`config.mk`:
```
export PLATFORM = sky130hd
export DESIGN_NAME = chi_stage
export DESIGN_NICKNAME = d
export VERILOG_FILES = /design/src/rtl/keccak_pkg.sv /design/src/rtl/chi_slice.sv /design/src/rtl/chi_stage.sv
export SDC_FILE = /design/constraint.sdc
export NUM_CORES = 1
export LEC_CHECK = 0
export ABC_AREA = 1
export CAP_MARGIN = 30
export CELL_PAD_IN_SITES_DETAIL_PLACEMENT = 2
export CELL_PAD_IN_SITES_GLOBAL_PLACEMENT = 2
export CORE_ASPECT_RATIO = 0.9
export CORE_MARGIN = 1
export CORE_UTILIZATION = 24
export DETAILED_ROUTE_END_ITERATION = 10
export PLACE_DENSITY_LB_ADDON = 0.1
export SLEW_MARGIN = 20
export SYNTH_ARGS = -nofsm -noshare
export SYNTH_HDL_FRONTEND = slang
export SYNTH_SLANG_ARGS = --single-unit
```
`constraint.sdc`:
```
create_clock -name clk -period 1.7 [get_ports clk]
set_clock_uncertainty 0.15 [all_clocks]
set_input_delay 0.17 -clock clk [delete_from_list [all_inputs] [get_ports clk]]
set_output_delay 0.17 -clock clk [all_outputs]
set_load 0.01 [all_outputs]
```
`src/rtl/keccak_pkg.sv`:
```
// Shared Keccak constants: slice geometry, z-counter width and the chi FSM state encoding.
package keccak_pkg;
   localparam int SLICE_W   = 25;
   localparam int SLICE_CNT = 64;
   localparam int CNT_W     = 6;

   typedef logic [SLICE_W-1:0] slice_t;
   typedef logic [CNT_W-1:0]   cnt_t;

   localparam logic [2:0] ST_IDLE   = 3'd0;
   localparam logic [2:0] ST_READ   = 3'd1;
   localparam logic [2:0] ST_CHI    = 3'd2;
   localparam logic [2:0] ST_WRITE  = 3'd3;
   localparam logic [2:0] ST_CNT_UP = 3'd4;
   localparam logic [2:0] ST_DONE   = 3'd5;
   localparam logic [2:0] ST_RUN    = 3'd6;
endpackage

```
`src/rtl/chi_slice.sv`:
```
// Combinational Keccak chi on one 25-bit slice; bit index is 5*y+x.
module chi_slice
   import keccak_pkg::*;
(
   input  logic [SLICE_W-1:0] i_slice,
   output logic [SLICE_W-1:0] o_slice
);

   always_comb begin
      o_slice = '0;
      for (int y = 0; y < 5; y++) begin
         for (int x = 0; x < 5; x++) begin
            o_slice[5*y+x] = i_slice[5*y+x] ^
                             (~i_slice[5*y+((x+1)%5)] & i_slice[5*y+((x+2)%5)]);
         end
      end
   end

endmodule

```
`src/rtl/chi_stage.sv`:
```
// Chi step over all 64 slices of the Keccak state held in external slice memory.
// Define CHI_STAGE_PIPELINE_EN for the single-state streaming variant (one slice per cycle).
module chi_stage
   import keccak_pkg::*;
(
   input  logic               clk,
   input  logic               rst,
   input  logic               chi_en,
   output logic               mem_rd_en,
   output logic [CNT_W-1:0]   mem_rd_addr,
   input  logic [SLICE_W-1:0] mem_rdata,
   output logic               mem_wr_en,
   output logic [CNT_W-1:0]   mem_wr_addr,
   output logic [SLICE_W-1:0] mem_wdata,
   output logic               busy,
   output logic               done
);

   logic [2:0] r_state;
   logic [2:0] w_state_nxt;
   cnt_t       r_cnt;
   slice_t     r_res;
   slice_t     w_chi;
   logic       r_hold;
   logic       w_start;
   logic       w_carry;

   chi_slice u_chi (
      .i_slice (mem_rdata),
      .o_slice (w_chi)
   );

   // A request still high in Done must see one full Idle cycle before it restarts.
   always_ff @(posedge clk or negedge rst) begin
      if (!rst) r_hold <= 1'b0;
      else      r_hold <= (r_state == ST_DONE);
   end

   assign w_start = (r_state == ST_IDLE) && chi_en && !r_hold;
   assign w_carry = (r_cnt == cnt_t'(SLICE_CNT-1));
   assign busy    = (r_state != ST_IDLE);
   assign done    = (r_state == ST_DONE);

`ifdef CHI_STAGE_PIPELINE_EN
   logic   r_rd_done;
   logic   r_vld_p1;
   cnt_t   r_addr_p1;
   logic   r_vld_p2;
   cnt_t   r_addr_p2;
   logic   w_rd;
   logic   w_last_wr;

   assign w_rd      = (r_state == ST_RUN) && !r_rd_done;
   assign w_last_wr = r_vld_p2 && (r_addr_p2 == cnt_t'(SLICE_CNT-1));

   always_comb begin
      w_state_nxt = r_state;
      case (r_state)
         ST_IDLE: if (w_start) w_state_nxt = ST_RUN;
         ST_RUN:  if (w_last_wr) w_state_nxt = ST_DONE;
         ST_DONE: w_state_nxt = ST_IDLE;
         default: w_state_nxt = ST_IDLE;
      endcase
   end

   always_ff @(posedge clk or negedge rst) begin
      if (!rst) begin
         r_state   <= ST_IDLE;
         r_cnt     <= '0;
         r_rd_done <= 1'b0;
         r_vld_p1  <= 1'b0;
         r_addr_p1 <= '0;
         r_vld_p2  <= 1'b0;
         r_addr_p2 <= '0;
         r_res     <= '0;
      end else begin
         r_state <= w_state_nxt;
         if (r_state == ST_IDLE) begin
            r_cnt     <= '0;
            r_rd_done <= 1'b0;
         end else if (w_rd) begin
            r_cnt <= r_cnt + cnt_t'(1);
            if (w_carry) r_rd_done <= 1'b1;
         end
         // p1: read data returns from memory
         r_vld_p1  <= w_rd;
         r_addr_p1 <= w_rd ? r_cnt : '0;
         // p2: chi result registered, written back this cycle
         r_vld_p2  <= r_vld_p1;
         r_addr_p2 <= r_addr_p1;
         if (r_vld_p1) r_res <= w_chi;
      end
   end

   assign mem_rd_en   = w_rd;
   assign mem_rd_addr = w_rd ? r_cnt : '0;
   assign mem_wr_en   = (r_state == ST_RUN) && r_vld_p2;
   assign mem_wr_addr = mem_wr_en ? r_addr_p2 : '0;
   assign mem_wdata   = mem_wr_en ? r_res : '0;
`else
   always_comb begin
      w_state_nxt = r_state;
      case (r_state)
         ST_IDLE:   if (w_start) w_state_nxt = ST_READ;
         ST_READ:   w_state_nxt = ST_CHI;
         ST_CHI:    w_state_nxt = ST_WRITE;
         ST_WRITE:  w_state_nxt = ST_CNT_UP;
         ST_CNT_UP: w_state_nxt = w_carry ? ST_DONE : ST_READ;
         ST_DONE:   w_state_nxt = ST_IDLE;
         default:   w_state_nxt = ST_IDLE;
      endcase
   end

   always_ff @(posedge clk or negedge rst) begin
      if (!rst) begin
         r_state <= ST_IDLE;
         r_cnt   <= '0;
         r_res   <= '0;
      end else begin
         r_state <= w_state_nxt;
         if (r_state == ST_IDLE)        r_cnt <= '0;
         else if (r_state == ST_CNT_UP) r_cnt <= r_cnt + cnt_t'(1);
         if (r_state == ST_CHI) r_res <= w_chi;
      end
   end

   assign mem_rd_en   = (r_state == ST_READ);
   assign mem_rd_addr = mem_rd_en ? r_cnt : '0;
   assign mem_wr_en   = (r_state == ST_WRITE);
   assign mem_wr_addr = mem_wr_en ? r_cnt : '0;
   assign mem_wdata   = mem_wr_en ? r_res : '0;
`endif

endmodule

```
==> results by group <==
Floorplan
  – Initial Util: between 20% and 30%
  – CORE AREA: approximately 8100 sq um
  – Die Area: approximately 8700 sq um
  – Die width: about 98 microns
  – # IOs: slightly below 70
  – Row count: 31
  – Die height: 88.6 microns

Finish
  – Non-filler cells, final: 463
  – Finished Cell Area: 3070 sq um
  – Share of layout cells above drive strength 1: roughly 30%
  – Layout overhead on the synthesized area: 53.5%
  – Ant diodes: 0
  – Final Core Density: a little under two fifths
  – # nets final: approximately 390
  – Storage cell area: 876 sq um
  – Area of the multi-input gates: 1010 sq um
  – Filler Cells Inserted: slightly below 1,000

Drt
  – DR WL/cell: between 10 and 15 microns
  – Via density: roughly 4.2
  – WL final: 5.84 mm
  – Final ANT Viol Nets: 0
  – DR pass1 iterations: 7
  – DRC: 7
  – Initial drt markers: 33
  – Vias post-DR: just under 2,000

Synth
  – Async SR Flop Fraction: 100%
  – Synth area leaders: dfrtp_1 (44%), xor2_1 (11%), inv_1 (9.8%)
  – Yosys reg bits: 35
  – Syn nets: 299
  – Synth cell count leaders: inv_1 (52), nand2_1 (51), nor2_1 (50)
  – Top_reg_cell synth: dfrtp_1
  – Post-Syn Instances: 270
  – Synth area leader: dfrtp_1
  – EDFF count, synth: 0
  – Syn_area_per_cell: approximately 7.4 sq um
  – Cell with the most instances after synthesis: inv_1
  – YS warnings: 0
  – Number of distinct library cells after synthesis: 22
  – Post-synthesis sequential area ratio: 43.8%
  – Synth top area share: a little over two fifths
  – Netlist Area Pre-Place: between 2000 and 2500 sq um

Critical path
  – Critical Path Start Type: flop
  – Reg2reg end: r_state[2]
  – CP arrival: 1440 ps
  – Worst setup path startpoint: r_state[2]
  – CP Class: reg -> out
  – Reg-to-Reg Start: r_state[1]
  – Reg2Reg Depth: 5
  – CP Data Required Time: about 1400 ps
  – Reg2Reg Setup Slack: around 150 ps
  – Critical path peak fanout: 8
  – Worst setup EP type: output port

Power and ir drop
  – Max VDD drop: ~0.40 mV
  – Pwr Total: around 0.0043 W
  – Pwr/cell area: 1400 nW/um^2
  – Leakage: 1.57 nW

STA
  – Min setup slack post-route: -59.2 ps
  – Period utilisation layout: 103%
  – Final hold viol count: 0
  – Slew margin rel.: 72.2%
  – RSZ-0062 raised after global routing: yes
  – Fin crit period: around 1800 ps
  – Final setup fails: 32
  – Final Hold Slack: roughly 190 ps
  – Peak Freq: roughly 570 MHz
  – Worst slew pin tran: 417 ps
  – Fin. max-slew vios: 0

Global route
  – Largest net degree at the start of global routing: 32
  – First-pass GRT wire length: between 9 and 10 mm
  – Number of global-route vias before repair: around 2,000
  – Antenna violations before repair: 0
  – Total grt overflow: 0
  – Gr usage total: about 14%

Run status
  – Status: finished, violations left
  – Failing checks: design-rule violations, negative setup slack

Clock network
  – Sink Count: 35
  – H-tree levels: 2
  – Worst skew pair latency: between 200 and 300 ps
  – CTS tree: yes
  – Num CTS Buffers: 5
  – Clk Tree Root Cell: clkbuf_8
  – Clock-pin slew on the worst setup and hold paths: about 70 ps
  – Clock buffer depth: 2

Placed design
  – Buffers on Ports: 68
  – GP Congestion: approximately 0.73
  – Placed cells: 446
  – DP HPWL: between 4 and 5 mm
  – Placed instance area: between 2000 and 3000 sq um

Job
  – Max-cap viol count: 0

Hold path
  – Worst hold-check path type: in -> async
how the worst max path moves through the flow:
stage	endpoint	slack [ps]	cells past startpoint
2_1_floorplan	mem_rd_addr[0]	210	3
3_3_place_gp	mem_rd_addr[3]	-190	4
3_5_place_dp	mem_wdata[8]	-210	5
4_1_cts	mem_wdata[8]	-70	6
5_1_grt	mem_wdata[18]	-160	6
6_report	mem_wdata[17]	-60	6
layout by cell type, fill, tap and decap left out, types with 3 or more instances in the layout:
master,netlist,final
a21oi_1,3,3
buf_2,3,32
buf_4,0,16
buf_6,3,18
clkbuf_8,0,5
clkdlybuf4s50_1,0,26
clkinv_2,0,3
dfrtp_1,35,35
inv_1,52,51
inv_2,3,4
nand2_1,51,51
nand3_1,4,4
nor2_1,50,26
nor2_2,1,13
nor2_4,0,12
nor3_4,0,3
o21ai_0,28,28
xor2_1,25,25
area by class of cell:
class                           instances  share of cell area, %
Clock inverter                          3                  0.489
Tap cell                               99                   4.03
Multi-Input combinational cell        172                   32.8
Sequential cell                        35                   28.5
Inverter                               55                   6.72
Timing Repair Buffer                   94                   25.2
Clock buffer                            5                   2.24
per-layer routing:
| layer | global-route usage [%] | vias to the layer above | share of wire (%) |
|---|---|---|---|
| li1 | - | 982 | - |
| met5 | 0 | - | 0 |
| met4 | 5.29 | 0 | 1.6 |
| met1 | 19.1 | 935 | 47 |
| met3 | 2.69 | 9 | 4.5 |
| met2 | 23.5 | 41 | 47 |
registers in the layout (all words and copies together), names as in the netlist:
signal and cells:
r_res 25, r_cnt 6, r_state 3, r_hold 1
repair_timing:
| item | in CTS | in global routing |
|---|---|---|
| pin swaps | 4 | 3 |
| endpoints found under the setup margin | 41 | 43 |
| endpoints found under the hold margin | 15 | 0 |
| hold buffers | 1 | 0 |
| gates resized for setup | 201 | 23 |
| setup buffers | 7 | 2 |
power breakdown:
| part | leakage (nW) | internal (W) | switching, W |
|---|---|---|---|
| clock | 0.0477 | 0.000280 | 0.000310 |
| sequential | 0.442 | 0.00119 | 0.000189 |
| combinational | 1.09 | 0.00102 | 0.00131 |
| total | 1.57 | 0.00249 | 0.00181 |
per-stage QoR:
step	worst slack [ps]	setup TNS [ps]
4_1_cts	-68.8	-1490
3_3_place_gp	-193	-4910
3_5_place_dp	-209	-6000
6_report	-59.2	-1210
2_1_floorplan	206	0
5_1_grt	-162	-4400
critical path: stages, from the launching register on:
cell	delay (ps)
dfrtp_1	410
buf_6	130
nor3_4	140
inv_2	100
buf_6	150
nor2_1	80
buf_2	140
cell families after synthesis:
| family | count (synthesis) | synth area share [%] |
|---|---|---|
| flip-flops | 35 | 43.8 |
| buffers and inverters | 63 | 13.3 |
| XOR/XNOR | 26 | 11.4 |
| adder cells (fa/ha/maj) | 1 | 0.625 |
| AO/OA/AOI/OAI | 35 | 9.19 |
| AND/OR/NAND/NOR | 110 | 21.8 |
(Power assumes the default switching activity.)
